===== config.mk =====
export PLATFORM = sky130hd
export DESIGN_NAME = gate_share_arbiter
export DESIGN_NICKNAME = d
export VERILOG_FILES = /design/src/rtl/gate_pkg.sv /design/src/rtl/gate_unit.sv /design/src/rtl/gate_share_arbiter.sv
export SDC_FILE = /design/constraint.sdc
export NUM_CORES = 1
export LEC_CHECK = 0
export ABC_AREA = 1
export CORE_MARGIN = 4
export CORE_UTILIZATION = 39
export CTS_CLUSTER_SIZE = 40
export DETAILED_ROUTE_END_ITERATION = 7
export DONT_BUFFER_PORTS = 1
export GPL_ROUTABILITY_DRIVEN = 0
export PLACE_DENSITY = 0.55
export SYNTH_ARGS = -nofsm -noshare
export SYNTH_HDL_FRONTEND = slang
export SYNTH_SLANG_ARGS = --single-unit

===== constraint.sdc =====
create_clock -name clk -period 2.9 [get_ports clk]
set_clock_uncertainty 0.2 [all_clocks]
set_input_delay 0.29 -clock clk [delete_from_list [all_inputs] [get_ports clk]]
set_output_delay 0.29 -clock clk [all_outputs]
set_load 0.005 [all_outputs]

===== src/rtl/gate_pkg.sv =====
// Shared definitions for the gate-sharing arbiter: opcodes and FSM states.
package gate_pkg;

    // Bitwise gate opcodes presented by each requester
    localparam logic [1:0] OP_OR  = 2'b00;
    localparam logic [1:0] OP_AND = 2'b01;
    localparam logic [1:0] OP_XOR = 2'b10;
    localparam logic [1:0] OP_NOR = 2'b11;

    // Sequencer states: IDLE arbitrates and latches, EVAL produces the result
    typedef enum logic {
        S_IDLE = 1'b0,
        S_EVAL = 1'b1
    } state_t;

endpackage


===== src/rtl/gate_unit.sv =====
// Shared combinational 2-input gate evaluated bitwise over W bits.
module gate_unit #(
    parameter int W = 1
) (
    input  logic [W-1:0] a,
    input  logic [W-1:0] b,
    input  logic [1:0]   op,
    output logic [W-1:0] y
);
    import gate_pkg::*;

    // Select the gate function addressed by the opcode
    always_comb begin
        y = a | b;
        case (op)
            OP_OR:   y = a | b;
            OP_AND:  y = a & b;
            OP_XOR:  y = a ^ b;
            OP_NOR:  y = ~(a | b);
            default: y = a | b;
        endcase
    end

endmodule


===== src/rtl/gate_share_arbiter.sv =====
// Round-robin arbiter that time-shares one gate_unit among NREQ requesters.
// A grant latches the winner's operands; the following cycle registers the
// gate result tagged with the winner's index.
module gate_share_arbiter #(
    parameter int NREQ = 4,
    parameter int W    = 1,
    parameter int IDW  = 2
) (
    input  logic              clk,
    input  logic              rst,
    input  logic [NREQ-1:0]   req,
    input  logic [NREQ*W-1:0] a_in,
    input  logic [NREQ*W-1:0] b_in,
    input  logic [NREQ*2-1:0] op_in,
    output logic [NREQ-1:0]   gnt,
    output logic              done,
    output logic [W-1:0]      y,
    output logic [IDW-1:0]    y_id
);
    import gate_pkg::*;

    state_t            state_q, state_d;
    logic [IDW-1:0]    ptr_q, ptr_d;
    logic [IDW-1:0]    win_q, win_d;
    logic [W-1:0]      a_q, a_d;
    logic [W-1:0]      b_q, b_d;
    logic [1:0]        op_q, op_d;
    logic [NREQ-1:0]   gnt_q, gnt_d;
    logic              done_q, done_d;
    logic [W-1:0]      y_q, y_d;
    logic [IDW-1:0]    y_id_q, y_id_d;

    logic [IDW-1:0]    pick;
    logic [W-1:0]      gate_y;

    // First set request scanning upward from p, wrapping at NREQ-1
    function automatic logic [IDW-1:0] rr_pick(input logic [NREQ-1:0] r,
                                               input logic [IDW-1:0]  p);
        logic [IDW-1:0] win;
        logic [IDW-1:0] idx;
        logic           found;
        win   = '0;
        found = 1'b0;
        for (int k = 0; k < NREQ; k++) begin
            idx = IDW'((int'(p) + k) % NREQ);
            if (!found && r[idx]) begin
                win   = idx;
                found = 1'b1;
            end
        end
        return win;
    endfunction

    assign pick = rr_pick(req, ptr_q);

    gate_unit #(.W(W)) u_gate (
        .a  (a_q),
        .b  (b_q),
        .op (op_q),
        .y  (gate_y)
    );

    // Next-state logic: arbitrate and latch in IDLE, publish result in EVAL
    always_comb begin
        state_d = state_q;
        ptr_d   = ptr_q;
        win_d   = win_q;
        a_d     = a_q;
        b_d     = b_q;
        op_d    = op_q;
        gnt_d   = '0;
        done_d  = 1'b0;
        y_d     = y_q;
        y_id_d  = y_id_q;
        case (state_q)
            S_IDLE: begin
                if (|req) begin
                    win_d       = pick;
                    a_d         = a_in[pick*W +: W];
                    b_d         = b_in[pick*W +: W];
                    op_d        = op_in[pick*2 +: 2];
                    gnt_d[pick] = 1'b1;
                    ptr_d       = IDW'((int'(pick) + 1) % NREQ);
                    state_d     = S_EVAL;
                end
            end
            S_EVAL: begin
                y_d     = gate_y;
                y_id_d  = win_q;
                done_d  = 1'b1;
                state_d = S_IDLE;
            end
            default: state_d = S_IDLE;
        endcase
    end

    // State and output registers; reset drops any in-flight operation
    always_ff @(posedge clk) begin
        if (rst) begin
            state_q <= S_IDLE;
            ptr_q   <= '0;
            win_q   <= '0;
            a_q     <= '0;
            b_q     <= '0;
            op_q    <= '0;
            gnt_q   <= '0;
            done_q  <= 1'b0;
            y_q     <= '0;
            y_id_q  <= '0;
        end else begin
            state_q <= state_d;
            ptr_q   <= ptr_d;
            win_q   <= win_d;
            a_q     <= a_d;
            b_q     <= b_d;
            op_q    <= op_d;
            gnt_q   <= gnt_d;
            done_q  <= done_d;
            y_q     <= y_d;
            y_id_q  <= y_id_d;
        end
    end

    assign gnt  = gnt_q;
    assign done = done_q;
    assign y    = y_q;
    assign y_id = y_id_q;

endmodule


==> flow_metrics.py <==
metrics = {
    "critical_path": {
        "cp.arrival_ps": 2300,
        "path_cells": "inv_8 > nand2_2 > nand2_1 > nor2_1 > nor2_4 > nand3_1 > nand3_1 > nand2_4 > inv_2 > ha_1 > o21ai_0 > a21oi_1",
        "critPathCaptureType": "register",
        "slowest_stage": "dfxtp_1",
        "worstSetupPathType": "reg2reg",
        "reg2regPathDepth": 12,
        "reg2reg_to": "ptr_q[1]",
        "required_ps": 2880,
        "cp-start-kind": "register",
        "worst-path-max-fanout": 9,
        "cp_common_cell": "nand3_1",
        "max_stage_delay_ps": 610,
        "reg2reg_slack_ps": 590,
        "timing.rr.start": "ptr_q[0]",
    },
    "yosys": {
        "yosysWarnings": 0,
        "synth_mux_area_share_pct": 0,
        "seq_area_frac_synth_pct": 28.27,
        "synth_xor_area_share_pct": 0,
        "synthAdderAreaFrac_pct": 6.237,
        "syn_area_um2": 1204,
        "syn-instance-count": 177,
        "synthSimpleGateAreaFrac_pct": 44.70,
        "yosysUniqueCellTypes": 22,
        "synth_compound_area_share_pct": 6.653,
        "syn_area_per_cell_um2": 6.800,
        "syn_nets": 205,
        "synth_top_family_by_area": "simple AND/OR/NAND/NOR gates",
        "synth_seq_cells": 17,
    },
    "worst_hold_path": {
        "hold_class": "in2reg",
        "hold_depth": 3,
        "holdPathEnd": "y_id[1]",
        "hold_start": "rst",
    },
    "clock_network": {
        "cts_tree": "yes",
        "cts_setup_buffers": 0,
        "path_clk_slew_ps": 100,
        "worstSkewPairLatency_ps": 290,
        "ctsHoldBuffers": 1,
        "clock_path_buffers": 2,
        "post_cts_resized": 0,
        "cts_sinks": 17,
        "numCtsBuffers": 3,
        "htreeDepth": 1,
        "cts_root_buffer": "clkbuf_4",
    },
    "flow_run": {
        "cap_violations": 0,
    },
    "cells_and_area": {
        "drive_gt1_share_pct": 18.33,
        "final_util_pct": 43.77,
        "syn2layout_area_growth_pct": 3.742,
        "fill_cells": 306,
        "diodes": 0,
        "instances_no_fill": 211,
        "nNetsFinal": 209,
    },
    "sta": {
        "fin_crit_sh_pct": 79.73,
        "fmax_mhz": 432.5,
        "slew_headroom_pct": 64.58,
        "final.min_clock_period_ps": 2312,
        "setup_viol": 0,
        "timing.final.hold_violations": 0,
        "rsz0062_at_grt": "false",
        "worst_pin_slew_ps": 529.3,
        "slew_viol_final": 0,
        "tns_ps": 0,
        "fin_ws_ps": 587.9,
    },
    "place": {
        "placed_cells": 206,
        "io_buffers": 0,
        "place_ws_ps": 603.4,
        "dp_hpwl_mm": 1.961,
    },
    "power_and_ir_drop": {
        "vdd_ir_drop_max_v": 0.0004038,
        "pwr_density_cell_nw_per_um2": 1037,
        "p_leak_nw": 0.6710,
    },
    "detailed_routing": {
        "wl_per_cell_um": 11.47,
        "num_vias": 1035,
        "wl_mm": 2.420,
        "via_per_inst": 4.905,
        "ant_nets": 0,
        "remaining_drc_errors": 0,
        "dr.pass1.iters": 4,
        "drt_first_iter_violations": 40,
    },
    "global_route": {
        "grt_max_degree": 14,
        "grt_pass1_wl_mm": 3.988,
        "grtUsageTotal_pct": 12.12,
        "gr-total-overflow": 0,
        "grt_pass1_vias": 926,
        "antenna_found_initial": 0,
    },
    "floorplanning": {
        "fp.dieArea_um2": 4039,
        "die_w_um": 63.56,
        "start_util_pct": 42.19,
        "io_pins": 30,
        "die_y_um": 63.56,
        "core_area_um2": 2853,
        "row_count": 19,
    },
    "run_status": {
        "status": "finished clean",
    },
}
[per-layer routing]
| metal | share of wire (%) | global-route usage (%) | vias up |
|---|---|---|---|
| li1 | - | - | 549 |
| met1 | 52 | 17.24 | 444 |
| met2 | 41 | 17.47 | 38 |
| met3 | 6.5 | 4.263 | 4 |
| met4 | 0.91 | 2.426 | 0 |
| met5 | 0 | 0 | - |
[flip-flops by register name, indices dropped and copies added (netlist names)]
name     flops
gnt          4
op_q         2
ptr_q        2
win_q        2
y_id         2
a_q          1
b_q          1
done         1
state_q      1
y            1
[critical path, delay by kind of cell (launching register included)]
kind,cells,cell delay (ps)
AND/OR/NAND/NOR,7,740
AO/OA/AOI/OAI,2,210
buffers and inverters,2,160
flip-flops,1,610
adder cells (fa/ha/maj),1,290
[cells in the mapped netlist]
master   instances  area, um2
dfxtp_1         17      340.3
buf_12           1      20.02
nand2_1         40      150.1
o21ai_0          7      35.03
o21ai_1          1      5.000
nand3_1         20      100.1
inv_8            1      11.26
nand2_2         11      68.82
nor2_2           1      6.260
nor2_1          16      60.06
nand3_2          2      20.02
nor2_4           1      11.26
nand4_1          1      6.260
a21oi_1          8      40.04
ha_1             6      75.07
nor2_8           1      20.02
nor4_1           1      6.260
inv_2            5      18.77
inv_1           29      108.9
nand4_4          1      21.27
nand2_4          6      67.56
buf_6            1      11.26
[power by group]
group          total [W]  switching, W  internal [W]  leakage [nW]
Clock           0.000124     0.0000725     0.0000512        0.0177
Combinational   0.000806      0.000533      0.000274         0.513
Sequential      0.000365     0.0000608      0.000304         0.140
Total            0.00130      0.000666      0.000629         0.671
[cells in the final DEF (no fill, tap or decap)]
| cell | n |
|---|---|
| inv_2 | 5 |
| nor4_1 | 1 |
| clkinv_2 | 1 |
| ha_1 | 6 |
| nor2_8 | 1 |
| o21ai_0 | 7 |
| nand2_1 | 40 |
| a21oi_1 | 8 |
| inv_1 | 29 |
| nand2_4 | 6 |
| nand3_1 | 20 |
| nor2_4 | 1 |
| o21ai_1 | 1 |
| dlygate4sd3_1 | 1 |
| clkbuf_4 | 3 |
| nand4_1 | 1 |
| nand4_4 | 1 |
| inv_8 | 1 |
| nor2_1 | 16 |
| nand3_2 | 2 |
| nor2_2 | 1 |
| dfxtp_1 | 17 |
| nand2_2 | 11 |
[stage by stage]
stage	hold WS, ps	cell area [um2]	power [W]
floorplan	159.1	1204	0.001096
global placement	161.8	1211	0.001169
detailed placement	163.2	1211	0.001178
CTS	43.90	1249	0.001307
global route	57.52	1249	0.001442
finish	53.67	1249	0.001295
[logic make-up after synthesis]
group | after synthesis
and+or+nand+nor | 101
adders and majority gates | 6
buffers and inverters | 37
AOI/OAI and AO/OA | 16
DFF | 17
[worst max path at each step]
stage / from / slack [ps] / end / depth (start not counted)
5_1_grt: ptr_q[0] / 410 / ptr_q[1] / 13
4_1_cts: ptr_q[0] / 580 / ptr_q[1] / 12
2_1_floorplan: ptr_q[0] / 900 / ptr_q[1] / 15
3_3_place_gp: ptr_q[0] / 630 / ptr_q[1] / 12
3_5_place_dp: ptr_q[0] / 600 / ptr_q[1] / 12
6_report: ptr_q[0] / 590 / ptr_q[1] / 12
[cell type report]
| cell class | instances | area [um2] | area share [%] |
|---|---|---|---|
| well taps | 31 | 38.79 | 3.106 |
| clock buffers | 3 | 22.52 | 1.804 |
| flip-flops and latches | 17 | 340.3 | 27.25 |
| inverters | 35 | 138.9 | 11.12 |
| repair buffers | 1 | 10.01 | 0.8016 |
| multi-input cells | 123 | 693.2 | 55.51 |
| clock inverters | 1 | 5.005 | 0.4008 |
No activity file was read; power rests on OpenSTA's default activity.
